## src/rtl/down_count_timer.sv

```systemverilog
// down_count_timer: loadable down-counter with run/hold/done control and optional auto-reload
module down_count_timer #(
  parameter int WIDTH = 4
) (
  input  logic             clk,
  input  logic             rst,
  input  logic             load_i,
  input  logic [WIDTH-1:0] load_val_i,
  input  logic             start_i,
  input  logic             stop_i,
  input  logic             auto_reload_i,
  output logic [WIDTH-1:0] count_o,
  output logic             busy_o,
  output logic             tc_o,
  output logic             done_o
);
  typedef enum logic [1:0] {IDLE, RUN, HOLD, DONE} state_t;
  state_t state;
  logic [WIDTH-1:0] count_ff;
  logic [WIDTH-1:0] reload_ff;
  logic zero;
  assign zero = count_ff == '0;
  // Outputs are forced low while reset is held so no tc pulse escapes on the reset edge
  assign count_o = rst ? '0 : count_ff;
  assign busy_o = !rst && state == RUN;
  assign tc_o = !rst && state == RUN && zero;
  assign done_o = !rst && state == DONE;
  // Control FSM: load beats stop, stop beats start; stop in RUN also suppresses the terminal action
  always_ff @(posedge clk) begin
    if (rst) begin
      state <= IDLE;
      count_ff <= '0;
      reload_ff <= '0;
    end else if (load_i) begin
      count_ff <= load_val_i;
      reload_ff <= load_val_i;
      if (state == DONE) state <= IDLE;
    end else begin
      case (state)
        IDLE: if (start_i) state <= RUN;
        RUN:
          if (stop_i) state <= HOLD;
          else if (!zero) count_ff <= count_ff - 1'b1;
          else if (auto_reload_i) count_ff <= reload_ff;
          else state <= DONE;
        HOLD:
          if (stop_i) state <= IDLE;
          else if (start_i) state <= RUN;
        default:
          if (start_i) begin
            count_ff <= reload_ff;
            state <= RUN;
          end
      endcase
    end
  end
endmodule

```

## config.mk

```make
export PLATFORM = sky130hd
export DESIGN_NAME = down_count_timer
export DESIGN_NICKNAME = d
export VERILOG_FILES = /design/src/rtl/down_count_timer.sv
export SDC_FILE = /design/constraint.sdc
export NUM_CORES = 1
export LEC_CHECK = 0
export CORE_MARGIN = 2
export CORE_UTILIZATION = 30
export CTS_CLUSTER_DIAMETER = 80
export DETAILED_ROUTE_END_ITERATION = 6
export DONT_BUFFER_PORTS = 1
export GPL_TIMING_DRIVEN = 1
export PLACE_DENSITY_LB_ADDON = 0.25
export SLEW_MARGIN = 40
export SYNTH_ARGS = -nofsm -noshare
export SYNTH_HDL_FRONTEND = slang
export SYNTH_SLANG_ARGS = --single-unit
```

## constraint.sdc

```tcl
create_clock -name clk -period 5.1 [get_ports clk]
set_clock_uncertainty 0.05 [all_clocks]
set_input_delay 1.275 -clock clk [delete_from_list [all_inputs] [get_ports clk]]
set_output_delay 1.275 -clock clk [all_outputs]
set_load 0.03 [all_outputs]
```

**Yosys cells after proc, flatten, opt, wreduce, memory -nomap -nowiden**

Index checks and enable logic that the tools add are counted.

- Add/sub/neg operators: 1
- $mul: 0
- Divide/modulo/power cells: 0
- Order comparisons: 0
- Equal/unequal tests: 9
- Shift operators: 0
- Mux-type cells: 15
- Bitwise logic cells: 0
- Reduce and logical (&&, ||, !) cells: 10

Operators with widths:

| kind | number |
|---|---|
| $mux W4 | 6 |
| $mux W2 | 7 |
| $ne A4 B4 Y1 const B | 3 |
| $pmux W4 S2 | 1 |
| $eq A2 B2 Y1 const B | 2 |
| $logic_not A4 Y1 | 1 |
| $ne A2 B1 Y1 const B | 2 |
| $pmux W2 S2 | 1 |
| $reduce_and A4 Y1 | 1 |
| $sub A4 B1 Y4 const B | 1 |
| $logic_and A1 B1 Y1 | 3 |
| $ne A3 B3 Y1 const B | 1 |
| $reduce_and A3 Y1 | 1 |
| $reduce_bool A3 Y1 | 1 |
| $eq A2 B1 Y1 const B | 1 |
| $logic_not A2 Y1 | 1 |
| $reduce_or A2 Y1 | 1 |
| $logic_not A1 Y1 | 1 |

- Register bits: 10
- Latch bits: 0
- Memory bits (writable): 0
- Memory bits (read-only): 0
- Bits of input ports: 10
- Output and inout bits: 7
- Logic and storage cells: 38
- Memories kept: 0

**Depth between registers and ports, before layout**

- Depth in word-level cells: 5
- Depth in mapped cells: 7
- Gate-level depth less buffers: 6

**Worst setup path after synthesis**

Ideal clock, no wire load.

- Path type: input-to-output
- Start: in rst
- End: out tc_o
- Data arrival time: 2.414 ns
- Data required time: 3.775 ns
- Slack: 1.361 ns
- Cell stages on the path: 3
- Path buffers: 2
- Cell sequence: buf_2 > buf_1 > nor3b_1

- Longest elaborated chain between the ends: 3

Ends and longest elaborated chain:

| element | line | RTL |
|---|---|---|
| start: declaration | 6 | `input logic rst,` |
| $logic_not A1 Y1 | 26 | `assign tc_o = !rst && state == RUN && zero;` |
| $logic_and A1 B1 Y1 (2 in a row) | 26 |  |
| end: declaration | 14 | `output logic tc_o,` |

No other way between the ends.

**Worst setup path after layout**

- Start: reg count_ff[1]
- End: out tc_o

- Longest elaborated chain between the ends: 2

Ends and longest elaborated chain:

| element | line | RTL |
|---|---|---|
| start: declaration | 19 | `logic [WIDTH-1:0] count_ff;` |
| start signal: assignment | 35 | `count_ff <= load_val_i;` |
| start signal: assignment | 43 | `else if (!zero) count_ff <= count_ff - 1'b1;` |
| start signal: assignment | 44 | `else if (auto_reload_i) count_ff <= reload_ff;` |
| $logic_not A4 Y1 | 22 | `assign zero = count_ff == '0;` |
| $logic_and A1 B1 Y1 | 26 |  |

No other way between the ends.

==> results.cfg <==
[run_status]
status = finished, final reports clean

[place]
dp_hpwl_um = 1160
gp_congestion = 0.734
placed_cells = 112
io_buffers = 0

[sta]
finalMaxSlewViolations = 0
timing.hold.ws_ns = 0.453
worstMarginPinSlew_ns = 0.601
slew_headroom = 0.598
timing_hold_violations_final = 0
fin_crit_sh = 0.624
setup_tns_ns = 0
min_period_ns = 3.18
setup_viol = 0
rsz0062_at_grt = no
max_freq_ghz = 0.314

[finish]
utilization = 0.333
drive_gt1_frac = 0.151
final_cells = 116
syn_to_final_growth_pct = 8.08
fin_nets = 102
num_antenna_cells = 0

[synthesis]
seq_area_frac_synth = 0.269
syn_inst = 86
syn_nets = 101
syn_area_um2 = 743
syn-mean-instance-area_um2 = 8.64
ys_ff_latch = 10
synth_cell_types = 36
ys.warnings.count = 0

[global_route]
grt_pass1_wl_um = 2770
grt.met1_usage = 0.184
use_met3 = 0.0639
grt_max_degree = 20
track_usage = 0.136
antenna_found_initial = 0
grt_pass1_vias = 600
gr-total-overflow = 0
grt_busiest_layer = met1
met2_usage = 0.183

[worst_hold_path]
hold_class = reg -> reg
hold_depth = 2

[critical_path]
crit_buf_inv = 1
cp.depth = 4
endpoint_kind = output port
cp_slowest_cell = nor3b_2
cp.required_ns = 3.77
crit_type = reg -> out
path_cells = inv_1 -> ha_1 -> or3b_1 -> nor3b_2
arrival_ns = 1.86
crit_fanout = 4
reg2reg_depth = 6
slowest_delay_ns = 0.49
crit_family = simple AND/OR/NAND/NOR gates
start_kind = flip-flop

[drt]
firstDrtPassIters = 4
drt_iter0_drc = 5
vias = 606
vias_per_cell = 5.22
routedWlPerCell_um = 13.6
antenna_left = 0
drt_wl_total_um = 1570
post-route-drc-count = 0

[die]
rows = 18
die_x_um = 53.8
start_util = 0.308
die_area_um2 = 2890
io_pins = 17
core_um2 = 2410
chipHeight_um = 53.8

[pwr]
p_leak_nw = 0.298
power_frac_seq = 0.420
p_per_area_nw_per_um2 = 271
p_int_uw = 152
p_switching_uw = 65.9
p_comb_frac = 0.247
swShare = 0.302
irDropWorstVdd_mv = 0.136
p_total_uw = 218
pwr-share-clk = 0.333

[clocking]
clock_path_buffers = 2
cts.sinks = 10
cts_tree = yes
path_clk_slew_ns = 0.07
cts_setup_buffers = 0
cts_max_level = 1
numCtsBuffers = 3
postCtsHoldBufs = 0
insertion_delay_ns = 0.27
clockRootBuffer = clkbuf_4
ctsResizeCount = 0

[flow_run]
maxCapViolations = 0
-- cells in the mapped netlist, drive strengths merged --
master   instances  area, um2
or3b             1       8.76
nor2             9       33.8
o21ba            1       10.0
buf              4       18.8
o211ai           1       7.51
nor2b            6       37.5
nor3b            2       15.0
nand4            1       6.26
o41ai            1       16.3
o211a            1       17.5
o2111ai          1       8.76
xnor2            1       8.76
nor4b            1       15.0
mux2i            4       40.0
nand2b           2       12.5
ha               5       62.6
and2             2       12.5
a221oi           3       32.5
dfxtp           10        200
a211oi           1       12.5
nand2            3       11.3
or4b             2       23.8
o22ai            1       6.26
o311ai           1       8.76
a21o             1       7.51
inv              7       26.3
nand3            1       5.00
nor3             2       15.0
or4              2       15.0
a22oi            1       7.51
a21oi            4       20.0
o21ai            4       20.0
-- path summary, 6_finish.rpt --
check,start,to,slack [ns]
worst max-delay path,count_ff[1],tc_o,1.92
worst min-delay path,reload_ff[2],reload_ff[2],0.45
worst max register to register,state[1],count_ff[2],3.04
worst min register to register,reload_ff[2],reload_ff[2],0.45
-- stage by stage --
| stage | worst slack (ns) | area [um2] |
|---|---|---|
| 2_1_floorplan | 1.36 | 743 |
| 3_3_place_gp | 1.72 | 762 |
| 3_5_place_dp | 2.02 | 767 |
| 4_1_cts | 1.89 | 803 |
| 5_1_grt | 1.81 | 803 |
| 6_report | 1.92 | 803 |
-- final cells by class --
class / instances / area (um2)
inverters: 7 / 26.3
clock buffers: 4 / 36.3
well taps: 30 / 37.5
flip-flops and latches: 10 / 200
multi-input cells: 65 / 503
fillers: 254 / 1610
-- registers in the layout, indices dropped and copies added, names as in the netlist --
name / count
count_ff: 4
state: 2
reload_ff: 4
-- power groups by stage --
| stage | logic, mW | registers (mW) | clock network [mW] |
|---|---|---|---|
| 2_1_floorplan | 0.0502 | 0.0912 | 0 |
| 3_3_place_gp | 0.0533 | 0.0930 | 0 |
| 3_5_place_dp | 0.0540 | 0.0932 | 0 |
| 4_1_cts | 0.0544 | 0.0914 | 0.0762 |
| 5_1_grt | 0.0616 | 0.0929 | 0.0788 |
| 6_report | 0.0537 | 0.0916 | 0.0726 |
-- layer usage --
metal	share of wire	wire length, um	vias up
li1	-	-	310
met2	0.43	677	17
met4	0.012	19	0
met5	0	0	-
met1	0.47	746	277
met3	0.083	130	2
-- cells in the final DEF (no fill, tap or decap), types with 2 or more instances in the layout --
master / netlist / routed
a21oi_1: 4 / 4
a221oi_1: 2 / 2
and2_1: 2 / 2
clkbuf_4: 0 / 3
dfxtp_1: 10 / 10
ha_1: 5 / 5
inv_1: 7 / 7
mux2i_1: 4 / 4
nand2_1: 3 / 3
nand2b_1: 2 / 2
nor2_1: 9 / 9
nor2b_1: 6 / 6
o21ai_0: 4 / 4
or4_1: 2 / 2
-- logic make-up after synthesis --
family,count (synthesis),synth area share
AOI/OAI and AO/OA,21,0.236
xor gates and xnor gates,1,0.0118
adders and majority gates,5,0.0842
buffers and inverters,11,0.0606
DFF,10,0.269
muxes,4,0.0539
and+or+nand+nor,34,0.284
-- tightest hold or removal path, delay by kind of cell (launching register included) --
family           cells  cell delay (ns)
AND/OR/NAND/NOR      1             0.07
multiplexers         1             0.07
flip-flops           1             0.33
Note: power is estimated with default switching activity, not from simulation.
